--- src/rtl/seq_mult_16b.sv ---
// Unsigned 16x16 shift-and-add multiplier, 16 iterations through a single rca_16b.
// Optional SEQ_MULT_ZERO_SKIP_EN: zero operands bypass iteration and go straight to DONE.

module rca_16b (
  input  logic [15:0] A,
  input  logic [15:0] B,
  input  logic        C_in,
  output logic [15:0] S,
  output logic        C_out
);

  always_comb begin
    logic [16:0] c;
    c    = '0;
    S    = '0;
    c[0] = C_in;
    for (int unsigned i = 0; i < 16; i++) begin
      S[i]   = A[i] ^ B[i] ^ c[i];
      c[i+1] = (A[i] & B[i]) | (A[i] & c[i]) | (B[i] & c[i]);
    end
    C_out = c[16];
  end

endmodule

module seq_mult_16b #(
  parameter int unsigned N = 16
) (
  input  logic           clk,
  input  logic           rst,
  input  logic           start,
  input  logic [N-1:0]   A,
  input  logic [N-1:0]   B,
  output logic           busy,
  output logic           done,
  output logic [2*N-1:0] P
);

  typedef enum logic [1:0] {IDLE, BUSY, DONE} state_t;

  state_t      state, state_nx;
  logic [15:0] mcand, hi, lo;
  logic [15:0] addend, sum;
  logic        cout;
  logic [4:0]  cnt;
  logic        accept, zero_op;

  assign addend = lo[0] ? mcand : '0;

  rca_16b u_add (
    .A     (hi),
    .B     (addend),
    .C_in  (1'b0),
    .S     (sum),
    .C_out (cout)
  );

  always_comb begin
`ifdef SEQ_MULT_ZERO_SKIP_EN
    zero_op = (A == '0) || (B == '0);
`else
    zero_op = 1'b0;
`endif
  end

  always_ff @(posedge clk or posedge rst) begin
    if (rst) state <= IDLE;
    else     state <= state_nx;
  end

  always_comb begin
    state_nx = state;
    accept   = 1'b0;
    case (state)
      IDLE: if (start) begin
        accept   = 1'b1;
        state_nx = zero_op ? DONE : BUSY;
      end
      BUSY: if (cnt == 5'd15) state_nx = DONE;
      DONE: begin
        if (start) begin
          accept   = 1'b1;
          state_nx = zero_op ? DONE : BUSY;
        end else begin
          state_nx = IDLE;
        end
      end
      default: state_nx = IDLE;
    endcase
  end

  // Carry-out is shifted into hi[15], so the 17-bit partial sum never overflows.
  always_ff @(posedge clk or posedge rst) begin
    if (rst) begin
      mcand <= '0;
      hi    <= '0;
      lo    <= '0;
      cnt   <= '0;
    end else if (accept) begin
      mcand <= A;
      hi    <= '0;
      lo    <= zero_op ? '0 : B;
      cnt   <= '0;
    end else if (state == BUSY) begin
      hi    <= {cout, sum[15:1]};
      lo    <= {sum[0], lo[15:1]};
      cnt   <= cnt + 5'd1;
    end
  end

  assign busy = (state == BUSY);
  assign done = (state == DONE);
  assign P    = {hi, lo};

endmodule

--- config.mk ---
export PLATFORM = sky130hd
export DESIGN_NAME = seq_mult_16b
export DESIGN_NICKNAME = d
export VERILOG_FILES = /design/src/rtl/seq_mult_16b.sv
export SDC_FILE = /design/constraint.sdc
export NUM_CORES = 1
export LEC_CHECK = 0
export ABC_AREA = 1
export CAP_MARGIN = 20
export CORE_UTILIZATION = 40
export CTS_CLUSTER_DIAMETER = 100
export DETAILED_ROUTE_END_ITERATION = 10
export PLACE_DENSITY = 0.67
export SLEW_MARGIN = 20
export SYNTH_ARGS = -nofsm -noshare
export SYNTH_HDL_FRONTEND = slang
export SYNTH_HIERARCHICAL = 1
export SYNTH_SLANG_ARGS = --single-unit
--- constraint.sdc ---
create_clock -name clk -period 21.2 [get_ports clk]
set_input_delay 4.24 -clock clk [delete_from_list [all_inputs] [get_ports clk]]
set_output_delay 4.24 -clock clk [all_outputs]
set_load 0.02 [all_outputs]
==> results.md, run 1 <==
- Worst skew pair latency: 0.31 ns
- Post-DP Area: 0.00359 sq mm
- Detailed Route Iter0 Violations: 106
- Cell variety after synth: 22
- YS warnings: 6
- Most frequent cells in the layout: 199 x nand2_1, 68 x clkdlybuf4s50_1, 55 x dfrtp_1
- IO Count: 69
- Tmin final: 7.23 ns
- Post-route cell area: 0.00369 sq mm
- WL met3: 363 um
- Setup slack, reg-to-reg: 13.97 ns
- Crit path max fanout: 18
- Status: complete, no violations
- Number of I/O port buffers: 68
- Hold Path Stages: 2
- Nets: 473
- Die width: 86.9 um
- Layout cells sized above 1: 4.04%
- Fin Setup TNS: 0 ns
- Area of the multi-input gates: 0.00120 sq mm
- Per-cell routed wire length: 11.1 um
- Fillers: 638
- Setup violators final: 0
- Vias/cell: 4.28
- Deepest clock path buffer count: 2
- Commonest non-fill, non-tap cell in the layout: nand2_1
- Post-route total power: 543 uW
- Hold_buf cts: 0
- Fmax: 138 MHz
- TritonCTS Sinks: 55
- Post-cts resize count: 0
- First-pass GRT wire length: 10000 um
- Syn nets: 410
- Max cap viols: 0
- Vias in the first global route: 2210
- Remaining DRCs: 0
- Pwr Density: 147 mW/mm^2
- Clock transition at path regs: 0.10 ns
- Initial core utilization: 41.9%
- #FFs+latches synth: 55
- CTS H-tree depth: 2
- GP Congestion: 0.724
- Crit Path Class: flop to flop
- Slew margin rel.: 46.5%
- Slew at the pin closest to its max-slew limit: 0.801 ns
- Setup Buffers After CTS: 0
- Lkg Pwr: 0.00203 uW
- N_diodes: 0
- Hold Crit Endpoint: mcand[1]
- Std cell rows: 30
- Syn_area_per_cell: 8.07 sq um
- Tot GR Track Use: 17.2%
- Critical path required time: 21.46 ns
- Seq/Total Area, Yosys: 47.8%
- Critical path launch point: lo[0]
- Hold wc startpoint: mcand[1]
- Num CTS Buffers: 5
- DRT met1 WL: 2860 um
- Setup ws final: 13.97 ns
- Final Max Slew Viols: 0
- Synth top area share: 47.8%
- Die footprint: 0.00755 sq mm
- Top routing layer used: met4
- Setup WS pre-CTS: 13.97 ns
- Clock root cell: clkbuf_8
- Unrepaired setup endpoints after global routing: false
- DRT Wirelength: 5720 um
- Largest net degree at the start of global routing: 56
- Worst r2r src: lo[0]
- Antenna-violating nets left: 0
- Hold Fails Final Rpt: 0
- Reg area: 0.00138 sq mm
- Reg2reg end: hi[14]
- Worst EP arrival: 7.48 ns
- CP Launch Type: flop
- Top cell type by total area after synthesis: dfrtp_1
- Hpwl dp: 3820 um
- Detail Route met2 WL: 2420 um
- Cells after Synth: 357
- CTS tree: built
- Area contributors post-synth: dfrtp_1 48%, nand2_1 26%, fa_1 11%
- DRT Pass-1 Iters: 4
- Worst VDD drop: 0.0644 mV
- Grt total ovfl: 0
- Synthesized cell area: 0.00288 sq mm
- Setup Skew: 0.00851 ns
- HP Class: flop to flop
- Reg2Reg Depth: 24
- Core ar.: 0.00687 sq mm
- Fin crit share: 34.1%
- Non-filler cells, final: 517
- Crit. End Element: flop
- DP Cell Count: 509
- Die Y: 86.9 um
- Synth-to-Final Area Change: 28.1%
- Vias: 2213
- Initial antenna violation count: 0
[Yosys cell counts]
master,instances
a21oi_1,1
buf_2,6
buf_4,3
buf_6,4
clkinv_1,1
conb_1,1
dfrtp_1,55
fa_1,16
ha_1,2
inv_1,49
inv_2,2
inv_6,1
nand2_1,199
nand2_2,1
nand2_4,2
nand3_1,3
nand4_1,1
nor2_1,5
nor2_4,1
o21ai_0,2
o22ai_1,1
or2_2,1
[power by group]
group	switching [uW]	leakage (uW)	total (uW)	internal, uW
Combinational	156	0.00130	279	123
Sequential	43.9	0.000677	201	157
Clock	33.5	0.0000515	63.4	29.9
[metrics by stage]
stage                     util (%)  hold slack, ns
after floorplan                  -           0.449
after global placement        52.3           0.463
after detailed placement      52.3           0.465
after CTS                     53.8           0.490
after global routing          53.8           0.496
final                         53.8           0.487
[critical path: stages, from the launching register on]
cell and delay [ns]:
dfrtp_1 0.61, nand2_1 0.15, inv_1 0.05, inv_1 0.07
fa_1 0.16, inv_1 0.05, fa_1 0.38, fa_1 0.40
fa_1 0.39, fa_1 0.39, fa_1 0.39, fa_1 0.38
fa_1 0.39, fa_1 0.39, fa_1 0.39, fa_1 0.38
fa_1 0.38, fa_1 0.39, fa_1 0.39, fa_1 0.37
inv_1 0.07, fa_1 0.40, inv_1 0.06, nand2_1 0.05
nand2_1 0.10
[state kept, by name (all words and copies together), names as in the netlist]
| register | flops |
|---|---|
| state | 2 |
| hi | 16 |
| lo | 16 |
| mcand | 16 |
| cnt | 5 |
[metal layers]
layer / vias up / GRT usage [%]
met5: - / 0
met4: 0 / 5.45
met3: 7 / 4.36
met2: 56 / 26.4
met1: 998 / 23.9
li1: 1152 / -
[final cells by class]
| cell class | count | area share [%] |
|---|---|---|
| flip-flops and latches | 55 | 37.3 |
| multi-input cells | 236 | 32.6 |
| repair buffers | 69 | 18.6 |
| inverters | 53 | 5.52 |
| well taps | 96 | 3.25 |
| clock buffers | 8 | 2.71 |
[how the worst max path moves through the flow]
stage,endpoint
2_1_floorplan,hi[14]
3_3_place_gp,hi[14]
3_5_place_dp,hi[14]
4_1_cts,hi[14]
5_1_grt,hi[14]
6_report,hi[14]
[kinds of logic (layout without fill, tap and decap cells)]
logic type	after synthesis	in the layout	synth area share, %
adders and majority gates	18	18	12.0
AOI/OAI and AO/OA	4	4	0.738
buffers and inverters	66	130	10.5
other	1	1	0.130
and+or+nand+nor	213	213	28.9
DFF	55	55	47.8
Power figures use the tool's default switching activity.
==> run 2, diff against run 1 <==
==> constraint.sdc (replaced) <==
create_clock -name clk -period 7.3 [get_ports clk]
set_input_delay 1.46 -clock clk [delete_from_list [all_inputs] [get_ports clk]]
set_output_delay 1.46 -clock clk [all_outputs]
set_load 0.02 [all_outputs]
==> run 2 against run 1 <==
Effect of this change:
- cell count up 0.19%
- clock skew decreased by 0.00062 ns
- via count rose by 2.9%
- critical endpoint unchanged
- largest power group unchanged
==> results.md, run 2 (synthesis gave the netlist of run 1 again) <==
- CTS tree: built
- Post-DP Area: 0.00360 sq mm
- First-pass GRT wire length: 10200 um
- GP Congestion: 0.713
- Worst VDD drop: 0.178 mV
- Crit path max fanout: 2
- Commonest non-fill, non-tap cell in the layout: nand2_1
- Met3 Use GR: 4.17%
- Die Y: 86.9 um
- DRT Wirelength: 5740 um
- Fmax: 144 MHz
- Setup Buffers After CTS: 0
- Die width: 86.9 um
- Tmin final: 6.93 ns
- Layout cells sized above 1: 4.03%
- Initial core utilization: 41.9%
- Num CTS Buffers: 5
- Detailed Route Iter0 Violations: 117
- Fin Setup TNS: 0 ns
- Setup slack, reg-to-reg: 0.37 ns
- Hold Fails Final Rpt: 0
- Final Max Slew Viols: 0
- Most frequent cells in the layout: 199 x nand2_1, 68 x clkdlybuf4s50_1, 55 x dfrtp_1
- Setup violators final: 0
- Clock transition at path regs: 0.10 ns
- Nets: 474
- M2 GR Usage: 26.6%
- Top flop regs: hi x16, lo x16, mcand x16
- Synth-to-Final Area Change: 27.7%
- Core ar.: 0.00687 sq mm
- Deepest clock path buffer count: 2
- Slew at the pin closest to its max-slew limit: 0.779 ns
- Lkg Pwr: 0.00203 uW
- Worst skew pair latency: 0.30 ns
- Crit. End Element: flop
- Vias: 2277
- Antenna-violating nets left: 0
- Hold_buf cts: 0
- CTS H-tree depth: 2
- Crit Path Class: flop to flop
- Setup Skew: 0.00789 ns
- CP Launch Type: flop
- Initial antenna violation count: 0
- Status: complete, no violations
- Die footprint: 0.00755 sq mm
- Post-cts resize count: 0
- Critical path required time: 7.55 ns
- Unrepaired setup endpoints after global routing: false
- Tot GR Track Use: 17.4%
- Busiest layer in global routing: met2
- Vias in the first global route: 2196
- Per-cell routed wire length: 11.1 um
- Slew margin rel.: 47.9%
- DRT Pass-1 Iters: 4
- Grt total ovfl: 0
- Pwr Density: 425 mW/mm^2
- N_diodes: 0
- Post-route cell area: 0.00368 sq mm
- Largest net degree at the start of global routing: 56
- TritonCTS Sinks: 55
- Fin Hold WS: 0.485 ns
- Fin crit share: 94.9%
- IO Count: 69
- Number of I/O port buffers: 68
- GR Util met1: 24.8%
- Final core occ: 53.6%
- Vias/cell: 4.40
- Max cap viols: 0
- Remaining DRCs: 0
- HP Class: flop to flop
- Std cell rows: 30
- Worst EP arrival: 7.17 ns
- Clock root cell: clkbuf_8
- Hpwl dp: 3920 um
[run 2: changes by cell type in the layout (fill, tap and decap cells not counted)]
cell      previous run  this run
clkbuf_8             7         5
clkinv_2             0         1
clkbuf_1             1         2
buf_4                1         2
[run 2: stage by stage]
step / power [uW] / cells / setup slack, ns
after floorplan: 1130 / 357 / 0.398
after global placement: 1400 / 510 / 0.485
after detailed placement: 1420 / 510 / 0.377
after CTS: 1590 / 518 / 0.365
after global routing: 1730 / 518 / 0.0557
final: 1560 / 518 / 0.373
[run 2: power breakdown]
group          switching, uW  leakage (uW)  total [uW]  internal, uW
sequential               114      0.000677         569           455
combinational            471       0.00131         833           362
clock                   93.8     0.0000422         161          67.6
[run 2: final cells by class]
class | instances | area, sq um
fill | 654 | 3190
sequential | 55 | 1380
multi-input combinational | 236 | 1200
timing repair buffer | 70 | 696
inverter | 53 | 204
tap | 96 | 120
clock buffer | 7 | 76.3
clock inverter | 1 | 5.00
[run 2: path summary, 6_finish.rpt]
kind / cells past startpoint / start / to
min in group asynchronous: 3 / rst / mcand[7]
hold reg to reg: 2 / mcand[0] / mcand[0]
hold / removal: 2 / mcand[0] / mcand[0]
setup / recovery: 24 / mcand[0] / hi[14]
max in group asynchronous: 3 / rst / cnt[1]
setup reg to reg: 24 / mcand[0] / hi[14]
[run 2: metal layers]
layer / vias to the layer above / wire (um)
li1: 1150 / -
met1: 1060 / 2810
met2: 62 / 2530
met3: 5 / 351
met4: 0 / 46
met5: - / 0
[run 2: worst max-delay path: stages (launching register included)]
cell and delay (ns):
dfrtp_1 0.38, nand2_1 0.07, inv_1 0.03, inv_1 0.06
fa_1 0.16, inv_1 0.05, fa_1 0.40, fa_1 0.40
fa_1 0.39, fa_1 0.39, fa_1 0.40, fa_1 0.39
fa_1 0.38, fa_1 0.38, fa_1 0.41, fa_1 0.40
fa_1 0.39, fa_1 0.38, fa_1 0.39, fa_1 0.36
inv_1 0.07, fa_1 0.41, inv_1 0.06, nand2_1 0.05
nand2_1 0.10
